--- config.mk ---
export PLATFORM = sky130hd
export DESIGN_NAME = uart_rx_fifo
export DESIGN_NICKNAME = d
export VERILOG_FILES = /design/src/rtl/uart_rx_fifo.sv
export SDC_FILE = /design/constraint.sdc
export NUM_CORES = 1
export LEC_CHECK = 0
export ABC_AREA = 1
export BUFFER_PORTS_ARGS = -buffer_cell sky130_fd_sc_hd__buf_2
export CAP_MARGIN = 20
export CELL_PAD_IN_SITES_DETAIL_PLACEMENT = 1
export CELL_PAD_IN_SITES_GLOBAL_PLACEMENT = 2
export CORE_ASPECT_RATIO = 1.4
export CORE_MARGIN = 2
export CORE_UTILIZATION = 41
export DETAILED_ROUTE_END_ITERATION = 7
export PLACE_DENSITY_LB_ADDON = 0.1
export SYNTH_ARGS = -nofsm -noshare
export SYNTH_HDL_FRONTEND = slang
export SYNTH_SLANG_ARGS = --single-unit
--- constraint.sdc ---
create_clock -name clk -period 2.9 [get_ports clk]
set_input_delay 0.435 -clock clk [delete_from_list [all_inputs] [get_ports clk]]
set_output_delay 0.435 -clock clk [all_outputs]
set_load 0.005 [all_outputs]
--- src/rtl/uart_rx_fifo.sv ---
// rtl/uart_rx_fifo.sv - RS-232 receiver with parity/framing checks and a receive FIFO
module uart_rx_fifo #(
    parameter int CLKS_PER_BIT = 620,
    parameter int DATA_BITS    = 8,
    parameter int PARITY       = 0,
    parameter int FIFO_DEPTH   = 16
) (
    input  logic                          clk,
    input  logic                          reset,
    input  logic                          enable,
    input  logic                          rx,
    output logic [DATA_BITS-1:0]          out_data,
    output logic                          out_ferr,
    output logic                          out_perr,
    output logic                          out_valid,
    input  logic                          out_ready,
    output logic                          overrun,
    output logic [$clog2(FIFO_DEPTH):0]   count,
    output logic                          busy
);
    localparam int BW = $clog2(CLKS_PER_BIT);
    localparam int PW = $clog2(FIFO_DEPTH);
    localparam int CW = PW + 1;
    localparam int EW = DATA_BITS + 2;
    localparam logic [BW-1:0] FULL_M1  = BW'(CLKS_PER_BIT - 1);
    localparam logic [BW-1:0] HALF_M1  = BW'(CLKS_PER_BIT / 2 - 1);
    localparam logic [2:0]    LAST_BIT = 3'(DATA_BITS - 1);
    localparam logic [CW-1:0] DEPTH_C  = CW'(FIFO_DEPTH);

    typedef enum logic [2:0] {
        S_IDLE, S_START, S_DATA, S_PARITY, S_STOP, S_WAIT_HIGH
    } state_t;

    state_t                state;
    logic                  rx_meta, rxs, rxs_prev;
    logic [BW-1:0]         baud;
    logic [2:0]            bit_cnt;
    logic [DATA_BITS-1:0]  shreg;
    logic                  perr_q;

    logic [EW-1:0]         mem [FIFO_DEPTH];
    logic [PW-1:0]         wr_ptr, rd_ptr;

    logic                  full_tick, push_req, do_pop, is_full, accept;
    logic [EW-1:0]         entry;

    assign full_tick = (baud == FULL_M1);
    assign push_req  = (state == S_STOP) && full_tick;
    assign entry     = {perr_q, ~rxs, shreg};
    assign do_pop    = out_valid & out_ready;
    assign is_full   = (count == DEPTH_C);
    // A pop in the same cycle frees the slot, so a full FIFO still accepts.
    assign accept    = push_req && (!is_full || do_pop);

    assign {out_perr, out_ferr, out_data} = mem[rd_ptr];
    assign out_valid = (count != '0);
    assign busy      = (state != S_IDLE);

    always_ff @(posedge clk) begin
        if (reset) begin
            rx_meta  <= 1'b1;
            rxs      <= 1'b1;
            rxs_prev <= 1'b1;
        end else begin
            rx_meta  <= rx;
            rxs      <= rx_meta;
            rxs_prev <= rxs;
        end
    end

    always_ff @(posedge clk) begin
        if (reset) begin
            state   <= S_IDLE;
            baud    <= '0;
            bit_cnt <= '0;
            shreg   <= '0;
            perr_q  <= 1'b0;
        end else begin
            case (state)
                S_IDLE: begin
                    baud    <= '0;
                    bit_cnt <= '0;
                    perr_q  <= 1'b0;
                    if (enable && rxs_prev && !rxs)
                        state <= S_START;
                end
                S_START: begin
                    if (baud == HALF_M1) begin
                        baud  <= '0;
                        state <= rxs ? S_IDLE : S_DATA;
                    end else begin
                        baud <= baud + BW'(1);
                    end
                end
                S_DATA: begin
                    if (full_tick) begin
                        baud    <= '0;
                        shreg   <= {rxs, shreg[DATA_BITS-1:1]};
                        bit_cnt <= bit_cnt + 3'd1;
                        if (bit_cnt == LAST_BIT)
                            state <= (PARITY != 0) ? S_PARITY : S_STOP;
                    end else begin
                        baud <= baud + BW'(1);
                    end
                end
                S_PARITY: begin
                    if (full_tick) begin
                        baud   <= '0;
                        perr_q <= (PARITY == 2) ? ~(^shreg ^ rxs) : (^shreg ^ rxs);
                        state  <= S_STOP;
                    end else begin
                        baud <= baud + BW'(1);
                    end
                end
                S_STOP: begin
                    if (full_tick) begin
                        baud  <= '0;
                        state <= rxs ? S_IDLE : S_WAIT_HIGH;
                    end else begin
                        baud <= baud + BW'(1);
                    end
                end
                S_WAIT_HIGH: begin
                    if (rxs)
                        state <= S_IDLE;
                end
                default: state <= S_IDLE;
            endcase
        end
    end

    always_ff @(posedge clk) begin
        if (reset) begin
            wr_ptr  <= '0;
            rd_ptr  <= '0;
            count   <= '0;
            overrun <= 1'b0;
            for (int i = 0; i < FIFO_DEPTH; i++)
                mem[i] <= '0;
        end else begin
            if (accept) begin
                mem[wr_ptr] <= entry;
                wr_ptr      <= wr_ptr + PW'(1);
            end
            if (do_pop)
                rd_ptr <= rd_ptr + PW'(1);
            if (push_req && !accept)
                overrun <= 1'b1;
            case ({accept, do_pop})
                2'b10:   count <= count + CW'(1);
                2'b01:   count <= count - CW'(1);
                default: count <= count;
            endcase
        end
    end
endmodule

* Word-level counts from Yosys, hierarchy flattened
Memory sizes are Yosys's and may differ from the RTL's. A register that Yosys moved wholly into a read port is not among the register bits.
Cells that the tools add are included.
** Storage, ports and cells
- Bits in registers :: 42
- RAM bits :: 160
- Input port bits :: 5
- Output and inout port bits :: 18
- Word-level logic and storage cells :: 91
- Memories :: 1
** Memory list
- mem :: words 16, width 10, rd ports 1, clocked after Yosys merged registers in 1, write ports 16, line 41 : logic [EW-1:0] mem [FIFO_DEPTH];
** Cells by class
- $add $sub $neg :: 6
- Eq/ne operators :: 18
- Multiplexer cells :: 28
- Bitwise operators :: 3
- Reductions and logical operators :: 23
** Operators by type and width (number)
- 2-to-1 mux 10 bit :: 3
- case mux 10 bit (3 select lines) :: 1
- 2-to-1 mux 3 bit :: 9
- case mux 3 bit (6 select lines) :: 1
- inequality test 2 bit (second input constant) :: 7
- 2-to-1 mux 4 bit :: 3
- adder 10 x 1 -> 10 bit (second input constant) :: 1
- == test 10 bit (second input constant) :: 1
- == test 10 x 9 -> 1 bit (second input constant) :: 1
- case mux 5 bit (2 select lines) :: 1
- OR reduction 10 bit :: 1
- == test 3 bit (second input constant) :: 3
- adder 4 x 1 -> 4 bit (second input constant) :: 2
- parity 8 bit :: 1
- 2-to-1 mux 1 bit :: 7
- AND reduction 7 bit :: 1
- == test 3 x 2 -> 1 bit (second input constant) :: 2
- case mux 3 bit (2 select lines) :: 1
- AND reduction 2 bit :: 3
- nonzero test 2 bit :: 3
- nonzero test 3 bit :: 2
- adder 5 x 1 -> 5 bit (second input constant) :: 1
- == test 5 bit (second input constant) :: 1
- logical AND 1 bit :: 5
- 15 further kinds :: 17

* Depth between registers and ports, before layout
Gate-level depths: netlist (run 1).
- Depth in word-level cells :: 9
- Depth in mapped cells :: 19
- Depth with buffers taken out :: 18

* Least setup slack after synthesis (run 1)
Ideal clock, no wire load.
- Path type :: flip-flop to flip-flop
- Start point :: register baud[0]
- End point :: memory mem[4][0] (netlist name), enable pin
- Setup time :: 0.340 ns
- Arrival time :: 1.741 ns
- Data required time :: 2.560 ns
- Setup slack :: 0.820 ns
- Stages on the path, launching flop included :: 11
- Path buffers :: 1
- Period minus slack after synthesis :: 2.080 ns
- Cells stage by stage :: dfxtp_1 ha_1 inv_1 nor3_2 nand3_4 nor2_4 nand2_4 nor2_4 nand2_1 buf_4 nand2_1
** RTL lines
- from (decl) :: line 36 : logic [BW-1:0] baud;
- from (signal assigned) :: line 92 : baud <= baud + BW'(1);
- from (signal assigned) :: line 103 : baud <= baud + BW'(1);
- from (signal assigned) :: line 112 : baud <= baud + BW'(1);
- to (decl) :: line 41

==> tab_implementation.tex, run 1 <==
\begin{tabular}{lr}
\hline
Metric & Value \\
\hline
\multicolumn{2}{l}{\textbf{Global routing}} \\
\quad Total global routing overflow & 0 \\
\quad First-pass GRT wire length & 40800 um \\
\quad Number of global-route vias before repair & 7059 \\
\quad Number of antenna violations at the first check in global routing & 0 \\
\quad Pin count of the biggest net entering global routing & 42 \\
\quad Total global routing track utilization & 0.218 \\
\multicolumn{2}{l}{\textbf{Floorplan}} \\
\quad I/O pin count & 23 \\
\quad Std-Cell Rows & 66 \\
\quad Width of the die & 134 um \\
\quad Core footprint & 23200 um2 \\
\quad Total Die Area & 24800 um2 \\
\quad Starting utilization of the core area & 0.416 \\
\quad Die Y & 186 um \\
\multicolumn{2}{l}{\textbf{Timing}} \\
\quad Time the worst path needs with I/O delays and setup & 2770 ps \\
\quad Worst Tran Pin Value & 1110 ps \\
\quad Summed negative setup slack over all endpoints & 0 ps \\
\quad Worst max-slew margin expressed relative to the limit & 0.257 \\
\quad Final count of negative-setup-slack endpoints & 0 \\
\quad Worst Clk Skew & 15.0 ps \\
\quad Maximum frequency from static timing analysis & 361 MHz \\
\quad Final Hold Viols & 0 \\
\quad Least setup slack across all paths after layout & 131 ps \\
\quad Total count of max-transition violations in the final report & 0 \\
\quad Final period utilization & 0.955 \\
\quad Unrepaired setup endpoints after global routing & no \\
\quad Hold slack & 119 ps \\
\multicolumn{2}{l}{\textbf{Setup path}} \\
\quad Crit path required time & 2470 ps \\
\quad Total buffers and inverters traversed by the critical path & 2 \\
\quad Crit. End Element & output port \\
\quad Worst path arrival time & 2330 ps \\
\quad CP peak stage delay & 490 ps \\
\quad Cells along the critical path & buf\_12, o21ai\_0, o21ai\_0, o211ai\_1, nand2\_1, buf\_2 \\
\quad Start-to-end type of the worst setup path & reg -> out \\
\quad Crit path max fanout & 30 \\
\quad Cell type group with the largest total delay on the critical path & compound AO/OA/AOI/OAI gates \\
\quad Cell type of the slowest stage on the worst timing path & sky130\_fd\_sc\_hd\_\_dfxtp\_4 \\
\quad Crit-path most repeated cell & sky130\_fd\_sc\_hd\_\_o21ai\_0 \\
\quad Element type at the critical path start & flop \\
\multicolumn{2}{l}{\textbf{Yosys}} \\
\quad Post-synthesis average cell area & 10.1 um2 \\
\quad Most frequently used flop master after synthesis & sky130\_fd\_sc\_hd\_\_edfxtp\_1 \\
\quad Number of warning messages in the yosys log & 0 \\
\quad Leading cell types by total area after synthesis & sky130\_fd\_sc\_hd\_\_edfxtp\_1, sky130\_fd\_sc\_hd\_\_dfxtp\_1, sky130\_fd\_sc\_hd\_\_nor2\_1 \\
\quad Register bit total from synthesis & 206 \\
\quad Number of different library cells in the post-synthesis netlist & 37 \\
\quad Share of the synthesized area in the top cell type & 0.498 \\
\quad Async SR Flop Fraction & 0 \\
\quad Synthesized area & 9650 um2 \\
\quad Post-synthesis cell count & 955 \\
\quad Cell taking the most area after synthesis & sky130\_fd\_sc\_hd\_\_edfxtp\_1 \\
\quad Sequential area share after synthesis & 0.593 \\
\quad Number of enable-type register cells in the synthesized netlist & 160 \\
\quad Post-synth net total & 971 \\
\multicolumn{2}{l}{\textbf{Route}} \\
\quad Routed wirelength normalized by instance count & 20.4 um \\
\quad Post-route ant nets & 0 \\
\quad Post-DR vias/cell & 5.29 \\
\quad Total Wirelength & 26300 um \\
\quad Total number of vias & 6816 \\
\quad Starting DRC count in detailed routing & 426 \\
\quad Drt pass-1 iters & 4 \\
\quad DRC violations left & 0 \\
\multicolumn{2}{l}{\textbf{Cells and area}} \\
\quad Highest-count cells in the layout ignoring fill and taps & sky130\_fd\_sc\_hd\_\_edfxtp\_1, sky130\_fd\_sc\_hd\_\_nor2\_1, sky130\_fd\_sc\_hd\_\_inv\_1 \\
\quad Flip-flop and latch area & 5730 um2 \\
\quad Antenna cell count & 0 \\
\quad Most common library cell in the layout ignoring fill and taps & sky130\_fd\_sc\_hd\_\_edfxtp\_1 \\
\quad Final \#Nets & 984 \\
\quad Multi-input gate area & 3240 um2 \\
\quad Fraction of final layout cells sized beyond drive strength 1 & 0.161 \\
\quad Signed area change from the synthesized netlist to the final layout & 12.1\% \\
\quad Fillers & 2600 \\
\multicolumn{2}{l}{\textbf{Clock tree}} \\
\quad Clock insertion delay at the later pin of the skew report & 510 ps \\
\quad Max clock buf depth & 3 \\
\quad CTS clock-pin slew for the worst setup and hold paths & 60 ps \\
\quad Number of instances resized during post-cts repair & 0 \\
\quad Clock tree root driver cell & sky130\_fd\_sc\_hd\_\_clkbuf\_16 \\
\quad Sinks on the clock net & 206 \\
\quad Depth of the CTS H-tree & 1 \\
\quad CTS tree & built \\
\quad Cts bufs inserted & 21 \\
\multicolumn{2}{l}{\textbf{Min path}} \\
\quad Hold WC Path Type & in -> reg \\
\multicolumn{2}{l}{\textbf{Place}} \\
\quad Detailed-placement wirelength estimate & 18300 um \\
\quad Routability Congestion & 0.866 \\
\quad Worst slack, placed & 390 ps \\
\quad Count of input and output buffers & 22 \\
\multicolumn{2}{l}{\textbf{Job}} \\
\quad Max cap viols & 0 \\
\multicolumn{2}{l}{\textbf{Power and ir drop}} \\
\quad Power per standard cell area & 772 nW/um2 \\
\quad Maximum vdd drop & 425 uV \\
\quad Leak pwr & 3.78 nW \\
\quad Post-layout power & 8.35 mW \\
\multicolumn{2}{l}{\textbf{Status}} \\
\quad Status & finished clean \\
\hline
\end{tabular}
worst paths after layout:
kind	start	depth (start not counted)	slack, ps	to
hold / removal	rx	2	120	rx_meta
setup / recovery	flop	6	130	out_ferr
hold reg to reg	rx_meta	1	420	rxs
setup reg to reg	baud[0]	9	430	mem[15][2]
sequential cells by signal (all words and copies together) (netlist names), named ones only:
signal,flops
mem,160
baud,10
shreg,8
count,5
rd_ptr,4
wr_ptr,4
bit_cnt,3
state,3
overrun,1
perr_q,1
rx_meta,1
rxs,1
rxs_prev,1
cells in the mapped netlist (all sizes together), types with 9 or more instances:
master,count
nand2,90
o21ai,82
ha,11
edfxtp,160
nor2,195
clkbuf,33
clkinv,9
dfxtp,46
o211ai,40
buf,27
nand3,24
inv,96
a21oi,65
mux2i,40
final cells by class:
| class | instances | share of cell area |
|---|---|---|
| Clock buffer | 23 | 0.0493 |
| Clock inverter | 15 | 0.0172 |
| Inverter | 105 | 0.0364 |
| Multi-Input combinational cell | 584 | 0.300 |
| Sequential cell | 206 | 0.530 |
| Tap cell | 306 | 0.0354 |
| Timing Repair Buffer | 50 | 0.0319 |
per-stage QoR:
stage / cells / util / cell area [um2]
4_1_cts: 1289 / 0.466 / 10800
6_report: 1289 / 0.466 / 10800
5_1_grt: 1289 / 0.466 / 10800
2_1_floorplan: 955 / - / 9650
3_3_place_gp: 1250 / 0.434 / 10100
3_5_place_dp: 1250 / 0.434 / 10100
cells by family (layout without fill, tap and decap cells):
kind of cell               count (synthesis)  in the layout  share of synthesized area
xor gates and xnor gates                   9              9                    0.00817
buffers and inverters                    165            193                     0.0705
and+or+nand+nor                          326            326                      0.156
muxes                                     40             40                     0.0415
AOI/OAI and AO/OA                        198            198                      0.116
adders and majority gates                 11             11                     0.0143
DFF                                      206            206                      0.593
per-layer routing:
layer	share of wire	wire length (um)	vias to the layer above	global-route usage
met1	0.40	10500	3335	0.256
met5	0	0	-	0
li1	-	-	3265	-
met3	0.046	1200	62	0.0346
met4	0.045	1170	0	0.0894
met2	0.51	13500	154	0.398
report_power, final:
part | internal, mW | switching (mW) | leakage [nW]
sequential | 3.37 | 0.177 | 1.89
combinational | 0.685 | 1.28 | 1.55
clock | 1.69 | 1.15 | 0.342
repair_timing:
action | in CTS | in global routing
endpoints found under the setup margin | 5 | 0
buffers inserted | 1 | 0
hold buffers | 0 | 0
No activity file was read; power rests on OpenSTA's default activity.
==> inputs of run 2 (changes only) <==
- ABC_AREA: 1 -> 0
- CORE_UTILIZATION: 41 -> 44
==> run 2 against run 1 <==
Effect of this change: area after synthesis fell by 2.1%; hold slack improved by 8.5 ps; sequential share of layout area rose by 0.79 points; core utilization rose by 3.8 points.
==> tab_implementation.tex, run 2 <==
\begin{tabular}{lr}
\hline
Metric & Value \\
\hline
\multicolumn{2}{l}{\textbf{Power and ir drop}} \\
\quad Power per standard cell area & 595 nW/um2 (-23\%) \\
\quad Leak pwr & 3.45 nW (-8.8\%) \\
\quad Maximum vdd drop & 493 uV (+16\%) \\
\quad Post-layout power & 6.33 mW (-24\%) \\
\multicolumn{2}{l}{\textbf{Route}} \\
\quad DRC violations left & 0 (unchanged) \\
\quad Routed wirelength normalized by instance count & 23.9 um (+17\%) \\
\quad Starting DRC count in detailed routing & 441 (+3.5\%) \\
\quad Total number of vias & 5971 (-12\%) \\
\quad Post-route ant nets & 0 (unchanged) \\
\quad Total Wirelength & 24900 um (-5.3\%) \\
\quad Drt pass-1 iters & 5 (+1) \\
\quad Post-DR vias/cell & 5.72 (+8.3\%) \\
\multicolumn{2}{l}{\textbf{Cells and area}} \\
\quad Final \#Nets & 785 (-20\%) \\
\quad Register bank with the most flops & mem \\
\quad Signed area change from the synthesized netlist to the final layout & 12.8\% \\
\quad Fraction of final layout cells sized beyond drive strength 1 & 0.211 (+0.0500) \\
\quad Largest registers & mem: 160 flops, baud: 10 flops, shreg: 8 flops \\
\quad Antenna cell count & 0 (unchanged) \\
\quad Most common library cell in the layout ignoring fill and taps & sky130\_fd\_sc\_hd\_\_nor2\_1 \\
\quad Highest-count cells in the layout ignoring fill and taps & sky130\_fd\_sc\_hd\_\_nor2\_1, sky130\_fd\_sc\_hd\_\_edfxtp\_1, sky130\_fd\_sc\_hd\_\_nand2\_1 \\
\quad Max reg flops & 160 (unchanged) \\
\multicolumn{2}{l}{\textbf{Place}} \\
\quad Routability Congestion & 0.793 (-8.4\%) \\
\quad Detailed-placement wirelength estimate & 16300 um (-11\%) \\
\quad Count of input and output buffers & 22 (unchanged) \\
\multicolumn{2}{l}{\textbf{Yosys}} \\
\quad Synthesized area & 9450 um2 (-2.1\%) \\
\quad Most frequently used flop master after synthesis & sky130\_fd\_sc\_hd\_\_edfxtp\_1 \\
\quad Number of warning messages in the yosys log & 0 (unchanged) \\
\quad Number of different library cells in the post-synthesis netlist & 51 (+38\%) \\
\quad Post-synthesis average cell area & 12.7 um2 (+26\%) \\
\quad Post-synthesis cell count & 744 (-22\%) \\
\quad Leading cell types by total area after synthesis & sky130\_fd\_sc\_hd\_\_edfxtp\_1, sky130\_fd\_sc\_hd\_\_mux4\_2, sky130\_fd\_sc\_hd\_\_dfxtp\_1 \\
\quad Number of enable-type register cells in the synthesized netlist & 160 (unchanged) \\
\quad Share of the synthesized area in the top cell type & 0.509 (+0.0107) \\
\quad Dominant cell by count in the synthesized netlist & sky130\_fd\_sc\_hd\_\_nor2\_1 \\
\quad Sequential area share after synthesis & 0.606 (+0.0127) \\
\quad Register bit total from synthesis & 206 (unchanged) \\
\quad Cell taking the most area after synthesis & sky130\_fd\_sc\_hd\_\_edfxtp\_1 \\
\quad Most common library cells after synthesis & sky130\_fd\_sc\_hd\_\_nor2\_1, sky130\_fd\_sc\_hd\_\_edfxtp\_1, sky130\_fd\_sc\_hd\_\_nand2\_1 \\
\quad Post-synth net total & 760 (-22\%) \\
\quad Async SR Flop Fraction & 0 (unchanged) \\
\multicolumn{2}{l}{\textbf{Timing}} \\
\quad Unrepaired setup endpoints after global routing & no \\
\quad Worst Clk Skew & 21.3 ps (+6.31 ps) \\
\quad Final count of negative-setup-slack endpoints & 0 (unchanged) \\
\quad Final Hold Viols & 0 (unchanged) \\
\quad Final period utilization & 0.972 (+0.0168) \\
\quad Worst max-slew margin expressed relative to the limit & 0.530 (+0.273) \\
\quad Worst Tran Pin Value & 704 ps (-410 ps) \\
\quad Total count of max-transition violations in the final report & 0 (unchanged) \\
\quad Maximum frequency from static timing analysis & 355 MHz (-1.7\%) \\
\quad Time the worst path needs with I/O delays and setup & 2820 ps (+48.6 ps) \\
\quad Summed negative setup slack over all endpoints & 0 ps (unchanged) \\
\multicolumn{2}{l}{\textbf{Clock tree}} \\
\quad Sinks on the clock net & 206 (unchanged) \\
\quad CTS tree & built \\
\quad Clock insertion delay at the later pin of the skew report & 500 ps (about the same) \\
\quad Setup fix buffers added after clock tree synthesis & 0 (-1) \\
\quad Clock tree root driver cell & sky130\_fd\_sc\_hd\_\_clkbuf\_16 \\
\quad CTS clock-pin slew for the worst setup and hold paths & 60 ps (about the same) \\
\quad Max clock buf depth & 3 (unchanged) \\
\quad Cts bufs inserted & 21 (unchanged) \\
\quad Depth of the CTS H-tree & 1 (unchanged) \\
\multicolumn{2}{l}{\textbf{Setup path}} \\
\quad Cell count of the worst reg-to-reg path & 10 (+1) \\
\quad Crit path max fanout & 20 (-33\%) \\
\quad Start-to-end type of the worst setup path & reg -> out \\
\quad Launching point of the worst reg2reg path & baud[0] \\
\quad Crit. End Element & output port \\
\quad Capturing point of the worst reg2reg path & count[4] \\
\quad Crit path required time & 2470 ps (about the same) \\
\quad Worst path arrival time & 2380 ps (+50 ps) \\
\quad Element type at the critical path start & flop \\
\quad Slack of the worst reg-to-reg path & 220 ps (-210 ps) \\
\multicolumn{2}{l}{\textbf{Floorplan}} \\
\quad Width of the die & 128 um (-4.4\%) \\
\quad Core footprint & 21100 um2 (-9.0\%) \\
\quad Total Die Area & 22700 um2 (-8.6\%) \\
\quad Std-Cell Rows & 63 (-4.5\%) \\
\quad Die Y & 177 um (-4.4\%) \\
\quad Starting utilization of the core area & 0.447 (+0.0313) \\
\quad I/O pin count & 23 (unchanged) \\
\multicolumn{2}{l}{\textbf{Global routing}} \\
\quad Number of antenna violations at the first check in global routing & 0 (unchanged) \\
\quad Total global routing track utilization & 0.225 (+0.00683) \\
\quad Total global routing overflow & 0 (unchanged) \\
\quad Number of global-route vias before repair & 6453 (-8.6\%) \\
\quad Pin count of the biggest net entering global routing & 49 (+17\%) \\
\quad First-pass GRT wire length & 37900 um (-7.1\%) \\
\multicolumn{2}{l}{\textbf{Min path}} \\
\quad Hold WC Path Type & in -> reg \\
\quad Worst Hold Launch & rx \\
\quad WHS Endpoint & rx\_meta \\
\quad Worst hold stages & 2 (unchanged) \\
\multicolumn{2}{l}{\textbf{Status}} \\
\quad Status & finished clean \\
\multicolumn{2}{l}{\textbf{Job}} \\
\quad Max cap viols & 0 (unchanged) \\
\hline
\end{tabular}
-- run 2: critical path, cell delays in order, from the launching register on --
cell	delay, ps
sky130_fd_sc_hd__dfxtp_2	440
sky130_fd_sc_hd__clkbuf_16	280
sky130_fd_sc_hd__mux4_2	530
sky130_fd_sc_hd__mux4_2	490
sky130_fd_sc_hd__buf_2	150
-- run 2: cell families after synthesis --
logic type | Yosys count | share of synthesized area
mux | 55 | 0.125
fa+ha+maj | 11 | 0.0146
flops | 206 | 0.606
xor+xnor | 20 | 0.0200
simple gates | 330 | 0.163
compound gates | 60 | 0.0433
buf+inv | 62 | 0.0285
-- run 2: cell type report --
cell class / instances / area [um2]
Inverter: 4 / 15.0
Clock buffer: 25 / 551
Clock inverter: 12 / 136
Sequential cell: 206 / 5730
Multi-Input combinational cell: 476 / 3450
Tap cell: 260 / 325
Timing Repair Buffer: 60 / 445
Fill cell: 2160 / 10500
-- run 2: timing repair --
action                     in CTS  in global routing
setup endpoints to repair       0                  5
hold buffers                    0                  0
gates resized for setup         0                  1
-- run 2: worst max-delay path by stage --
stage | from | endpoint | slack (ps)
final | flop | out_ferr | 80
after CTS | flop | out_data[1] | 10
after global placement | baud[0] | count[4] | 300
after global routing | flop | out_data[5] | 5
after detailed placement | baud[0] | count[4] | 240
after floorplan | baud[0] | count[4] | 240
-- run 2: where the power goes --
group          switching [mW]  leakage (nW)  total, mW  internal [mW]
combinational           0.159          1.22      0.263          0.104
clock                    1.12         0.339       2.75           1.62
sequential             0.0360          1.89       3.32           3.29
total                    1.32          3.45       6.33           5.01
-- run 2: per-layer routing --
layer / GRT usage / vias up / wire [um]
met5: 0 / - / 0
met1: 0.266 / 3081 / 9720
li1: - / 2733 / -
met3: 0.0271 / 38 / 895
met2: 0.419 / 119 / 13600
met4: 0.0778 / 0 / 762
-- run 2: per-stage QoR --
step,hold slack (ps),instance area (um2),setup slack (ps),util,cells
CTS,118,10600,13.6,0.503,1042
detailed placement,404,9930,241,0.470,1005
floorplan,389,9450,237,-,744
finish,128,10700,81.9,0.504,1043
global route,126,10700,4.88,0.504,1043
global placement,392,9930,299,0.470,1005
==> inputs of run 3 (changes only) <==
- REMOVE_ABC_BUFFERS: unset -> 1
- SETUP_SLACK_MARGIN: unset -> 0.2
==> run 3 against run 2 <==
Effect of this change: combinational power decreased by 2%; total power is 2.3% lower; clock power is 5% lower; sequential cell count stayed put; final cell count is 0.77% higher; design area increased by 0.70%; first-iteration DRC count is 2.0% lower; critical path depth stayed put; register-to-register slack improved by 90 ps; fmax up 2.6%; critical endpoint is now out_perr; largest cell class unchanged; highest routed layer unchanged.
==> tab_implementation.tex, run 3 (synthesis gave the netlist of run 2 again) <==
\begin{tabular}{lr}
\hline
Metric & Value \\
\hline
\multicolumn{2}{l}{\textbf{Timing}} \\
\quad Worst max-slew margin expressed relative to the limit & 0.325 (-0.206) \\
\quad Maximum frequency from static timing analysis & 364 MHz (+2.6\%) \\
\quad Final Hold Viols & 0 (unchanged) \\
\quad Unrepaired setup endpoints after global routing & yes \\
\quad Worst Tran Pin Value & 1010 ps (+308 ps) \\
\quad Final period utilization & 0.947 (-0.0250) \\
\quad Final count of negative-setup-slack endpoints & 0 (unchanged) \\
\quad Worst Clk Skew & 12.8 ps (-8.53 ps) \\
\quad Summed negative setup slack over all endpoints & 0 ps (unchanged) \\
\quad Least setup slack across all paths after layout & 154 ps (+72.5 ps) \\
\quad Total count of max-transition violations in the final report & 0 (unchanged) \\
\quad Hold slack & 116 ps (-11.8 ps) \\
\quad Time the worst path needs with I/O delays and setup & 2750 ps (-72.5 ps) \\
\multicolumn{2}{l}{\textbf{Floorplan}} \\
\quad Total Die Area & 22700 um2 (unchanged) \\
\quad I/O pin count & 23 (unchanged) \\
\quad Core footprint & 21100 um2 (unchanged) \\
\quad Width of the die & 128 um (unchanged) \\
\quad Std-Cell Rows & 63 (unchanged) \\
\quad Starting utilization of the core area & 0.447 (unchanged) \\
\quad Die Y & 177 um (unchanged) \\
\multicolumn{2}{l}{\textbf{Route}} \\
\quad DRC violations left & 0 (unchanged) \\
\quad Post-route ant nets & 0 (unchanged) \\
\quad Post-DR vias/cell & 5.81 (+1.5\%) \\
\quad Total Wirelength & 25000 um (+0.37\%) \\
\quad Drt pass-1 iters & 5 (unchanged) \\
\quad Starting DRC count in detailed routing & 432 (-2.0\%) \\
\quad Total number of vias & 6106 (+2.3\%) \\
\quad Routed wirelength normalized by instance count & 23.8 um (-0.39\%) \\
\multicolumn{2}{l}{\textbf{Place}} \\
\quad Routability Congestion & 0.786 (-0.91\%) \\
\quad Count of input and output buffers & 22 (unchanged) \\
\quad Worst slack, placed & 129 ps (-112 ps) \\
\quad Detailed-placement wirelength estimate & 16300 um (+0.24\%) \\
\multicolumn{2}{l}{\textbf{Clock tree}} \\
\quad Depth of the CTS H-tree & 1 (unchanged) \\
\quad Cts bufs inserted & 21 (unchanged) \\
\quad Clock tree root driver cell & sky130\_fd\_sc\_hd\_\_clkbuf\_16 \\
\quad CTS tree & built \\
\quad Max clock buf depth & 3 (unchanged) \\
\quad Clock insertion delay at the later pin of the skew report & 500 ps (about the same) \\
\quad Sinks on the clock net & 206 (unchanged) \\
\quad CTS clock-pin slew for the worst setup and hold paths & 60 ps (about the same) \\
\multicolumn{2}{l}{\textbf{Setup path}} \\
\quad Crit-path most repeated cell & sky130\_fd\_sc\_hd\_\_mux4\_2 \\
\quad Cells along the critical path & buf\_12, mux4\_2, mux4\_2, buf\_2 \\
\quad Cell type group with the largest total delay on the critical path & multiplexers \\
\quad Launching point of the worst reg2reg path & baud[4] \\
\quad Capturing point of the worst reg2reg path & count[4] \\
\quad Total buffers and inverters traversed by the critical path & 2 (unchanged) \\
\quad Slack of the worst reg-to-reg path & 310 ps (+90 ps) \\
\quad Critical path depth in cells & 4 (unchanged) \\
\quad Cell type of the slowest stage on the worst timing path & sky130\_fd\_sc\_hd\_\_mux4\_2 \\
\quad CP peak stage delay & 520 ps (about the same) \\
\quad Crit. End Element & output port \\
\quad Element type at the critical path start & flop \\
\quad Start-to-end type of the worst setup path & reg -> out \\
\quad Worst path arrival time & 2310 ps (-70 ps) \\
\quad Cell count of the worst reg-to-reg path & 9 (-1) \\
\quad Crit path required time & 2470 ps (about the same) \\
\quad Crit path max fanout & 10 (-50\%) \\
\multicolumn{2}{l}{\textbf{Power and ir drop}} \\
\quad Power per standard cell area & 577 nW/um2 (-3.0\%) \\
\quad Maximum vdd drop & 336 uV (-32\%) \\
\quad Leak pwr & 3.46 nW (+0.44\%) \\
\multicolumn{2}{l}{\textbf{Min path}} \\
\quad Worst hold stages & 2 (unchanged) \\
\quad Worst Hold Launch & rx \\
\quad WHS Endpoint & rx\_meta \\
\quad Hold WC Path Type & in -> reg \\
\multicolumn{2}{l}{\textbf{Cells and area}} \\
\quad Max reg flops & 160 (unchanged) \\
\quad Highest-count cells in the layout ignoring fill and taps & sky130\_fd\_sc\_hd\_\_nor2\_1, sky130\_fd\_sc\_hd\_\_edfxtp\_1, sky130\_fd\_sc\_hd\_\_nand2\_1 \\
\quad Final \#Nets & 793 (+1.0\%) \\
\quad Register bank with the most flops & mem \\
\quad Antenna cell count & 0 (unchanged) \\
\quad Largest registers & mem: 160 flops, baud: 10 flops, shreg: 8 flops \\
\quad Signed area change from the synthesized netlist to the final layout & 13.6\% \\
\quad Most common library cell in the layout ignoring fill and taps & sky130\_fd\_sc\_hd\_\_nor2\_1 \\
\quad Fraction of final layout cells sized beyond drive strength 1 & 0.226 (+0.0156) \\
\multicolumn{2}{l}{\textbf{Global routing}} \\
\quad Total global routing overflow & 0 (unchanged) \\
\quad Total global routing track utilization & 0.229 (+0.00376) \\
\quad Pin count of the biggest net entering global routing & 41 (-16\%) \\
\quad Number of global-route vias before repair & 6567 (+1.8\%) \\
\quad Number of antenna violations at the first check in global routing & 0 (unchanged) \\
\quad First-pass GRT wire length & 38400 um (+1.3\%) \\
\multicolumn{2}{l}{\textbf{Job}} \\
\quad Max cap viols & 0 (unchanged) \\
\multicolumn{2}{l}{\textbf{Status}} \\
\quad Status & finished clean \\
\hline
\end{tabular}
[run 3: cell types whose count changed in the layout (fill, tap and decap cells not counted), moves of 2 or more]
| cell | before | now |
|---|---|---|
| sky130_fd_sc_hd__dfxtp_1 | 44 | 42 |
| sky130_fd_sc_hd__nor3b_4 | 0 | 2 |
| sky130_fd_sc_hd__ha_2 | 0 | 2 |
| sky130_fd_sc_hd__clkbuf_1 | 3 | 5 |
| sky130_fd_sc_hd__ha_1 | 11 | 9 |
| sky130_fd_sc_hd__buf_12 | 1 | 4 |
| sky130_fd_sc_hd__buf_6 | 0 | 2 |
| sky130_fd_sc_hd__dfxtp_4 | 0 | 2 |
| sky130_fd_sc_hd__nor3b_1 | 6 | 4 |
| sky130_fd_sc_hd__buf_4 | 35 | 40 |
[run 3: how the worst max path moves through the flow]
stage	startpoint	to	slack, ps
floorplan	flop	out_data[0]	-420
global placement	baud[0]	count[4]	210
detailed placement	baud[0]	count[4]	130
CTS	flop	out_perr	110
global route	flop	out_perr	90
finish	flop	out_perr	150
[run 3: what timing repair did]
action                     CTS  global route
buffers inserted             2             4
hold buffers                 0             0
pin swaps                    0             2
setup endpoints to repair   70           109
gates resized for setup      6            10
[run 3: stage by stage]
stage | utilization | cell area, um2 | cells | power, mW
2_1_floorplan | - | 9190 | 686 | 3.51
3_3_place_gp | 0.472 | 9980 | 1008 | 3.63
3_5_place_dp | 0.472 | 9980 | 1008 | 3.65
4_1_cts | 0.505 | 10700 | 1047 | 6.26
5_1_grt | 0.508 | 10700 | 1051 | 6.38
6_report | 0.508 | 10700 | 1051 | 6.19
[run 3: final cells by class]
type                            count  area (um2)
Fill cell                        2148       10400
Tap cell                          260         325
Sequential cell                   206        5740
Multi-Input combinational cell    476        3490
Inverter                            4        15.0
Clock inverter                     11         101
Timing Repair Buffer               68         513
Clock buffer                       26         544
[run 3: where the power goes]
| group | internal (mW) | total (mW) | leakage [nW] | switching, mW |
|---|---|---|---|---|
| clock | 1.51 | 2.60 | 0.313 | 1.10 |
| sequential | 3.29 | 3.32 | 1.89 | 0.0372 |
| combinational | 0.104 | 0.259 | 1.26 | 0.155 |
| total | 4.90 | 6.19 | 3.46 | 1.29 |
[run 3: worst register-to-register path, stage by stage (launching register included)]
cell,delay (ps)
sky130_fd_sc_hd__dfxtp_1,360
sky130_fd_sc_hd__or3b_4,440
sky130_fd_sc_hd__nor4_4,370
sky130_fd_sc_hd__nor2_4,110
sky130_fd_sc_hd__xor2_1,170
sky130_fd_sc_hd__ha_2,210
sky130_fd_sc_hd__or3_1,320
sky130_fd_sc_hd__a21oi_1,160
sky130_fd_sc_hd__a2bb2oi_1,90
sky130_fd_sc_hd__mux2_2,270
[run 3: layer usage]
| layer | part of all wire | GRT usage |
|---|---|---|
| met1 | 0.37 | 0.261 |
| met2 | 0.54 | 0.426 |
| met5 | 0 | 0 |
| met3 | 0.040 | 0.0277 |
| met4 | 0.049 | 0.102 |
